==> src/rtl/s_memory_decrypt_if.sv <==
// Bus bundle between the RC4 PRGA decryptor and its S memory, ciphertext ROM and plaintext RAM.
// The slave side is the decryptor; the master side is the top level that owns the memories.
interface s_memory_decrypt_if;
    logic       start;
    logic       finish;
    logic [7:0] q;
    logic [7:0] address;
    logic [7:0] data;
    logic       write_enable;
    logic [4:0] rom_address;
    logic [7:0] rom_q;
    logic [4:0] ram_address;
    logic [7:0] ram_data;
    logic       ram_write_enable;

    modport master (
        output start, q, rom_q,
        input  finish, address, data, write_enable,
        input  rom_address, ram_address, ram_data, ram_write_enable
    );

    modport slave (
        input  start, q, rom_q,
        output finish, address, data, write_enable,
        output rom_address, ram_address, ram_data, ram_write_enable
    );
endinterface

==> src/rtl/s_memory_decrypt.sv <==
// RC4 keystream generator (PRGA): swaps entries of the shuffled S memory, XORs each keystream
// byte with the ciphertext ROM and writes the plaintext RAM, one byte every nine cycles.
module s_memory_decrypt #(
    parameter int MSG_LEN = 32
) (
    input  logic               clk,
    input  logic               reset,
    s_memory_decrypt_if.slave  bus
);

    typedef enum logic [3:0] {
        IDLE, RD_SI, LATCH_SI, RD_SJ, LATCH_SJ,
        WR_SI, WR_SJ, RD_F, LATCH_F, WR_RAM, DONE
    } state_t;

    localparam logic [4:0] LAST_K = 5'(MSG_LEN - 1);

    state_t     state_reg;
    logic [7:0] i_reg;
    logic [7:0] j_reg;
    logic [4:0] k_reg;
    logic [7:0] si_reg;
    logic [7:0] sj_reg;
    logic [7:0] f_reg;
    logic [7:0] rom_reg;
    logic [7:0] address_reg;
    logic [7:0] data_reg;
    logic       we_reg;
    logic       ram_we_reg;
    logic       finish_reg;

    // Outputs are registered one state ahead so they line up with the state that owns them;
    // the memories register the address, so read data comes back in the following LATCH_* state.
    always_ff @(posedge clk) begin
        if (reset) begin
            state_reg   <= IDLE;
            i_reg       <= 8'd1;
            j_reg       <= 8'd0;
            k_reg       <= 5'd0;
            si_reg      <= 8'd0;
            sj_reg      <= 8'd0;
            f_reg       <= 8'd0;
            rom_reg     <= 8'd0;
            address_reg <= 8'd0;
            data_reg    <= 8'd0;
            we_reg      <= 1'b0;
            ram_we_reg  <= 1'b0;
            finish_reg  <= 1'b0;
        end else begin
            case (state_reg)
                IDLE: begin
                    finish_reg <= 1'b0;
                    if (bus.start) begin
                        i_reg       <= 8'd1;
                        j_reg       <= 8'd0;
                        k_reg       <= 5'd0;
                        address_reg <= 8'd1;
                        state_reg   <= RD_SI;
                    end
                end
                RD_SI: begin
                    state_reg <= LATCH_SI;
                end
                LATCH_SI: begin
                    si_reg      <= bus.q;
                    j_reg       <= j_reg + bus.q;
                    address_reg <= j_reg + bus.q;
                    state_reg   <= RD_SJ;
                end
                RD_SJ: begin
                    state_reg <= LATCH_SJ;
                end
                LATCH_SJ: begin
                    sj_reg      <= bus.q;
                    address_reg <= i_reg;
                    data_reg    <= bus.q;
                    we_reg      <= 1'b1;
                    state_reg   <= WR_SI;
                end
                WR_SI: begin
                    // When i==j this second write lands on the same cell and restores si.
                    address_reg <= j_reg;
                    data_reg    <= si_reg;
                    we_reg      <= 1'b1;
                    state_reg   <= WR_SJ;
                end
                WR_SJ: begin
                    address_reg <= si_reg + sj_reg;
                    we_reg      <= 1'b0;
                    state_reg   <= RD_F;
                end
                RD_F: begin
                    state_reg <= LATCH_F;
                end
                LATCH_F: begin
                    f_reg      <= bus.q;
                    rom_reg    <= bus.rom_q;
                    ram_we_reg <= 1'b1;
                    state_reg  <= WR_RAM;
                end
                WR_RAM: begin
                    ram_we_reg <= 1'b0;
                    i_reg      <= i_reg + 8'd1;
                    k_reg      <= k_reg + 5'd1;
                    if (k_reg == LAST_K) begin
                        finish_reg <= 1'b1;
                        state_reg  <= DONE;
                    end else begin
                        address_reg <= i_reg + 8'd1;
                        state_reg   <= RD_SI;
                    end
                end
                DONE: begin
                    if (!bus.start) begin
                        finish_reg <= 1'b0;
                        state_reg  <= IDLE;
                    end
                end
                default: begin
                    state_reg <= IDLE;
                end
            endcase
        end
    end

    assign bus.address          = address_reg;
    assign bus.data             = data_reg;
    assign bus.write_enable     = we_reg;
    assign bus.rom_address      = k_reg;
    assign bus.ram_address      = k_reg;
    assign bus.ram_data         = f_reg ^ rom_reg;
    assign bus.ram_write_enable = ram_we_reg;
    assign bus.finish           = finish_reg;

endmodule
==> src/flat_wrapper.sv <==
// flat-port wrapper written by rule: the top's interface ports become plain ports
module s_memory_decrypt_flat 
#(
    parameter int MSG_LEN = 32
)
  (clk, reset, bus_start, bus_q, bus_rom_q, bus_finish, bus_address, bus_data, bus_write_enable, bus_rom_address, bus_ram_address, bus_ram_data, bus_ram_write_enable);
  s_memory_decrypt_if bus_i ();
  input  logic clk;
  input  logic reset;
  input wire logic [$bits(bus_i.start)-1:0] bus_start;
  input wire logic [$bits(bus_i.q)-1:0] bus_q;
  input wire logic [$bits(bus_i.rom_q)-1:0] bus_rom_q;
  output wire logic [$bits(bus_i.finish)-1:0] bus_finish;
  output wire logic [$bits(bus_i.address)-1:0] bus_address;
  output wire logic [$bits(bus_i.data)-1:0] bus_data;
  output wire logic [$bits(bus_i.write_enable)-1:0] bus_write_enable;
  output wire logic [$bits(bus_i.rom_address)-1:0] bus_rom_address;
  output wire logic [$bits(bus_i.ram_address)-1:0] bus_ram_address;
  output wire logic [$bits(bus_i.ram_data)-1:0] bus_ram_data;
  output wire logic [$bits(bus_i.ram_write_enable)-1:0] bus_ram_write_enable;
  assign bus_i.start = bus_start;
  assign bus_i.q = bus_q;
  assign bus_i.rom_q = bus_rom_q;
  assign bus_finish = bus_i.finish;
  assign bus_address = bus_i.address;
  assign bus_data = bus_i.data;
  assign bus_write_enable = bus_i.write_enable;
  assign bus_rom_address = bus_i.rom_address;
  assign bus_ram_address = bus_i.ram_address;
  assign bus_ram_data = bus_i.ram_data;
  assign bus_ram_write_enable = bus_i.ram_write_enable;
  s_memory_decrypt #(.MSG_LEN(MSG_LEN)) u_core (.clk(clk), .reset(reset), .bus(bus_i));
endmodule
==> config.mk <==
export PLATFORM = sky130hd
export DESIGN_NAME = s_memory_decrypt_flat
export DESIGN_NICKNAME = d
export VERILOG_FILES = /design/src/rtl/s_memory_decrypt_if.sv /design/src/rtl/s_memory_decrypt.sv /design/src/flat_wrapper.sv
export SDC_FILE = /design/constraint.sdc
export NUM_CORES = 1
export LEC_CHECK = 0
export ABC_AREA = 1
export CAP_MARGIN = 20
export CORE_ASPECT_RATIO = 1.25
export CORE_MARGIN = 4
export CORE_UTILIZATION = 50
export DETAILED_ROUTE_END_ITERATION = 16
export HOLD_SLACK_MARGIN = 0.02
export PLACE_DENSITY = 0.86
export SLEW_MARGIN = 20
export SYNTH_ARGS = -nofsm -noshare
export SYNTH_HDL_FRONTEND = slang
export SYNTH_SLANG_ARGS = --single-unit
==> constraint.sdc <==
create_clock -name clk -period 2.05 [get_ports clk]
set_input_delay 0.41 -clock clk [delete_from_list [all_inputs] [get_ports clk]]
set_output_delay 0.41 -clock clk [all_outputs]
set_load 0.02 [all_outputs]
Word-level counts from Yosys, hierarchy flattened
Cells that the tools add are included.
{"block": "word_totals", "wordCells": 65, "ff_bits": 76, "inputBits": 19}
{"block": "op_classes", "eq_ne": 15, "n_mux": 18, "n_addsub": 4, "bitwise": 1, "reduce_logical": 14}
{"cell": "$pmux 8 s2", "count": 3}
{"cell": "$pmux 8 s6", "count": 1}
{"cell": "$pmux 4 s11", "count": 1}
{"cell": "$mux 8", "count": 3}
{"cell": "$add 8x8->8", "count": 2}
{"cell": "$eq 4x3->1 const B", "count": 4}
{"cell": "$eq 4x4->1 const B", "count": 3}
{"cell": "$mux 4", "count": 3}
{"cell": "$pmux 5 s2", "count": 1}
{"cell": "$reduce_bool 2->1", "count": 5}
{"cell": "$add 8x1->8 const B", "count": 1}
{"cell": "$eq 4x2->1 const B", "count": 2}
{"cell": "$xor 8x8->8", "count": 1}
{"cell": "$ne 2x2->1 const B", "count": 3}
{"cell": "$reduce_and 2->1", "count": 3}
{"cell": "$reduce_and 3->1", "count": 2}
{"cell": "$reduce_bool 6->1", "count": 1}
{"cell": "$add 5x1->5 const B", "count": 1}
{"cell": "$eq 5x5->1 const B", "count": 1}
{"cell": "$mux 5", "count": 1}
{"cell": "$eq 4x1->1 const B", "count": 1}
{"cell": "$logic_not 4->1", "count": 1}
{"cell": "$pmux 1 s2", "count": 2}
{"cell": "$pmux 1 s3", "count": 1}
{"cell": "4 further kinds", "count": 5}

Depth between registers and ports, before layout
Gate-level depths: netlist (run 1).
{"block": "logic_depth", "ltp_word": 3, "mapped_depth": 11, "depth_no_buf": 10}

Worst setup path after synthesis (run 1)
Ideal clock, no wire load.
{"block": "synth_timing", "path_type": "input to register", "start": "input bus_q[2]", "end": "register u_core.address_reg[3], in the netlist u_core.bus.address[3]", "n_path_buf": 0, "path_stages": 8, "arrival_ns": 1.675, "path_slack_ns": 0.243, "path_cell_list": "ha_1 or2_2 and2_1 or2_2 nand3_1 nand3_1 nand2_1 a21oi_1"}
{"block": "synth_between", "elab_chain_cells": 2}
{"item": "start, declared", "line": "flat_wrapper.sv:11", "source": "input wire logic [$bits(bus_i.q)-1:0] bus_q;"}
{"item": "$add 8x8->8", "line": "s_memory_decrypt.sv:67", "source": "address_reg <= j_reg + bus.q;"}
{"item": "$pmux 8 s6", "line": "s_memory_decrypt.sv:50", "source": "case (state_reg)"}
{"item": "end signal, assigned", "line": "s_memory_decrypt.sv:67"}
{"item": "end signal, assigned", "line": "s_memory_decrypt.sv:75", "source": "address_reg <= i_reg;"}
{"item": "end signal, assigned", "line": "s_memory_decrypt.sv:82", "source": "address_reg <= j_reg;"}
{"item": "end, declared", "line": "s_memory_decrypt.sv:26", "source": "logic [7:0] address_reg;"}
No other way between the ends.
A chain may end at the register's enable or synchronous reset.

Worst setup path in the final report (run 1)
{"block": "layout_timing", "start": "register u_core.rom_reg[2]", "end": "output bus_ram_data[2]"}
{"block": "layout_between", "elab_chain_cells": 1}
{"item": "start, declared", "line": "s_memory_decrypt.sv:25", "source": "logic [7:0] rom_reg;"}
{"item": "start signal, assigned", "line": "s_memory_decrypt.sv:97", "source": "rom_reg <= bus.rom_q;"}
{"item": "$xor 8x8->8", "line": "s_memory_decrypt.sv:131", "source": "assign bus.ram_data = f_reg ^ rom_reg;"}
{"item": "end, declared", "line": "flat_wrapper.sv:19", "source": "output wire logic [$bits(bus_i.ram_data)-1:0] bus_ram_data;"}
No other way between the ends.

==> results of run 1 <==
[kinds of logic after synthesis]
logic type	synth area share, %
xor gates and xnor gates	2.19
AOI/OAI and AO/OA	13.6
adders and majority gates	6.31
buffers and inverters	8.78
and+or+nand+nor	31.1
DFF	38.0
[layer usage]
| metal | vias up | routed length, um |
|---|---|---|
| met1 | 1862 | 4270 |
| met2 | 126 | 5420 |
| li1 | 2016 | - |
| met4 | 0 | 319 |
| met3 | 27 | 482 |
| met5 | - | 0 |
[stage by stage]
step / cell area [sq um] / instances / power [mW]
4_1_cts: 4940 / 756 / 3.41
5_1_grt: 4950 / 756 / 3.54
3_3_place_gp: 4730 / 740 / 2.14
3_5_place_dp: 4730 / 740 / 2.15
2_1_floorplan: 4000 / 588 / 1.94
6_report: 4950 / 756 / 3.41
[where the power goes]
group | internal (mW) | total (mW) | switching, mW
Combinational | 0.226 | 0.554 | 0.328
Sequential | 1.53 | 1.58 | 0.0521
Clock | 0.693 | 1.28 | 0.585
[worst paths after layout]
kind                                                    startpoint                            endpoint  slack, ns  depth (start not counted)
worst max-delay path                u_core.rom_reg[2]$_SDFFE_PP0P_                     bus_ram_data[2]       0.11                          2
worst min-delay path            u_core.bus.address[1]$_SDFFE_PP0P_  u_core.bus.address[1]$_SDFFE_PP0P_       0.46                          2
worst max register to register        u_core.j_reg[2]$_SDFFE_PP0P_  u_core.bus.address[3]$_SDFFE_PP0P_       0.27                          8
worst min register to register  u_core.bus.address[1]$_SDFFE_PP0P_  u_core.bus.address[1]$_SDFFE_PP0P_       0.46                          2
[final cells by class]
cell class	count	area (sq um)
Multi-Input combinational cell	430	2140
Clock buffer	11	131
Tap cell	95	119
Sequential cell	76	1520
Timing Repair Buffer	78	726
Inverter	61	233
Clock inverter	5	85.1
Fill cell	663	2840
[cells in the final DEF, fill, tap and decap left out, types with 2 or more instances in the layout]
| cell type | n |
|---|---|
| sky130_fd_sc_hd__nor2_4 | 3 |
| sky130_fd_sc_hd__bufinv_16 | 2 |
| sky130_fd_sc_hd__nor3_1 | 3 |
| sky130_fd_sc_hd__ha_1 | 17 |
| sky130_fd_sc_hd__a21oi_1 | 49 |
| sky130_fd_sc_hd__dfxtp_1 | 76 |
| sky130_fd_sc_hd__xor2_1 | 10 |
| sky130_fd_sc_hd__o21a_1 | 3 |
| sky130_fd_sc_hd__nand4_1 | 2 |
| sky130_fd_sc_hd__buf_4 | 23 |
| sky130_fd_sc_hd__nand3b_1 | 2 |
| sky130_fd_sc_hd__clkbuf_1 | 2 |
| sky130_fd_sc_hd__or2_2 | 2 |
| sky130_fd_sc_hd__nor2_2 | 7 |
| sky130_fd_sc_hd__nand2_2 | 2 |
| sky130_fd_sc_hd__nor2_1 | 83 |
| sky130_fd_sc_hd__nand2_1 | 157 |
| sky130_fd_sc_hd__o21ai_0 | 43 |
| sky130_fd_sc_hd__inv_1 | 53 |
| sky130_fd_sc_hd__clkdlybuf4s50_1 | 54 |
| sky130_fd_sc_hd__inv_2 | 5 |
| sky130_fd_sc_hd__nand3_1 | 34 |
| sky130_fd_sc_hd__a21oi_2 | 2 |
| sky130_fd_sc_hd__clkbuf_8 | 9 |
[worst max-delay path, stage by stage (launching register included)]
cell	delay [ns]
sky130_fd_sc_hd__dfxtp_1	0.35
sky130_fd_sc_hd__xor2_1	0.18
sky130_fd_sc_hd__clkdlybuf4s50_1	0.63
[what timing repair did]
action	CTS	global route
resized for setup	0	3
endpoints found under the setup margin	0	3
hold buffers	0	0
buffers inserted	0	0
==> qor.csv, run 1 <==
stage,metric,value,unit
die,floorplan_die_area,9510,sq um
grt,grt_antenna_before_repair,0,
drt,drt_drc_violations_left,0,
critical_path,critPathArrivalTime,1.53,ns
synthesis,yosysWarnings,0,
die,design.core.area,7790,sq um
timing,share_of_the_cycle_needed_by_the_critical_path_after_routing,94.4,%
place,dp.final_hpwl,7.55,mm
synthesis,synth.distinct_cells,36,
timing,setup_violators_final,0,
die,start_util,51.4,%
power_and_ir_drop,static-leakage-power,2.31,nW
drt,antenna_violating_nets_post_route,0,
cts,number_of_sinks_driven_by_the_clock_tree,76,
status,run_status,"complete, no violations",
synthesis,post_synth_most_frequent_cells,"sky130_fd_sc_hd__nand2_1, sky130_fd_sc_hd__nor2_1, sky130_fd_sc_hd__dfxtp_1",
cts,clk_latency,0.36,ns
cts,clkSlewWorstSetupHoldPaths,0.08,ns
synthesis,post_synth_edffs,0,
drt,initialDrtViolationCount,259,
die,fp.dieH,108,um
timing,clock_skew,0.0128,ns
place,final_wtd_congestion,0.884,
synthesis,yosysTopAreaCellShare,38.0,%
critical_path,critPathMaxFanout,2,
power_and_ir_drop,power_density,690,nW/um^2
synthesis,ys_top_cells_by_area,"sky130_fd_sc_hd__dfxtp_1, sky130_fd_sc_hd__nand2_1, sky130_fd_sc_hd__nor2_1, sky130_fd_sc_hd__a21oi_1, sky130_fd_sc_hd__o21ai_0",
hold_path,class_of_the_tightest_hold_or_removal_check,register to register,
grt,grt_util_met1,26.2,%
timing,whs,0.462,ns
die,io_pins,56,
grt,grt_util_all_layers,23.1,%
critical_path,critical_path.endpoint_type,primary output,
timing,clock.fmax,0.517,GHz
drt,first_pass_iters,5,
finish,postLayoutCoreUtil,63.5,%
critical_path,crit_type,register to primary output,
synthesis,synth_top_flop_cell,sky130_fd_sc_hd__dfxtp_1,
place,detailedPlace.worstSlack,-0.299,ns
finish,layout_overhead_on_the_synthesized_area,23.7,%
die,rows,36,
synthesis,postSynthAreaPerCell,6.81,sq um
finish,fin_nets,694,
synthesis,ys_ff_latch,76,
synthesis,mappedNetlistArea,4000,sq um
drt,totalWireLength,10.5,mm
grt,grt_overflow,0,
drt,wl_per_cell,13.9,um
grt,first_global_vias,3966,
cts,cts.htree.levels,3,
synthesis,synth.yosys.seq_area_share,38.0,%
critical_path,required,1.64,ns
grt,grt_pass1_wl,17.3,mm
place,port-buffer-count,55,
timing,setup_repair_after_global_routing_missed_its_margin,false,
timing,setup_slack,0.114,ns
cts,clock_root_buffer,sky130_fd_sc_hd__clkbuf_8,
grt,maximum_number_of_pins_on_one_net_before_global_route_repair,39,
die,die_width,88.0,um
cts,tritoncts,yes,
timing,slew_headroom,67.2,%
grt,grt_most_used_layer,met2,
synthesis,synth_most_common_cell,sky130_fd_sc_hd__nand2_1,
cts,cts_buffer_depth,2,
drt,detail_route.vias_per_cell,5.33,
timing,finalCriticalPeriod,1.94,ns
drt,route.vias.total,4031,
critical_path,kind_of_launch_point_of_the_worst_setup_path,register,
cts,cts_made_buffers,9,
grt,use_met3,3.51,%
synthesis,post-synth-top-area-cell,sky130_fd_sc_hd__dfxtp_1,
synthesis,synth_nets,626,
job,cap_violations,0,
timing,fin_setup_tns,0,ns
power_and_ir_drop,peakVddDrop,0.000476,V
synthesis,ys_async_sr_fraction,0,%
grt,gr-usage-met2,41.5,%
timing,final_max_slew_viol_count,0,
synthesis,synth_instances,588,
timing,timing_worst_slew_pin_value,0.491,ns
timing,final_hold_violation_count,0,
finish,num_antenna_cells,0,
finish,drive_gt1_share,9.53,%
(Power assumes the default switching activity.)
==> run 2, diff against run 1 <==
--- a/config.mk
+++ b/config.mk
@@ -13,6 +13,7 @@
 export DETAILED_ROUTE_END_ITERATION = 16
 export HOLD_SLACK_MARGIN = 0.02
 export PLACE_DENSITY = 0.86
+export SKIP_CTS_REPAIR_TIMING = 1
 export SLEW_MARGIN = 20
 export SYNTH_ARGS = -nofsm -noshare
 export SYNTH_HDL_FRONTEND = slang
==> results of run 2 <==
No change in the layout: final DEF, timing and power equal those of run 1.
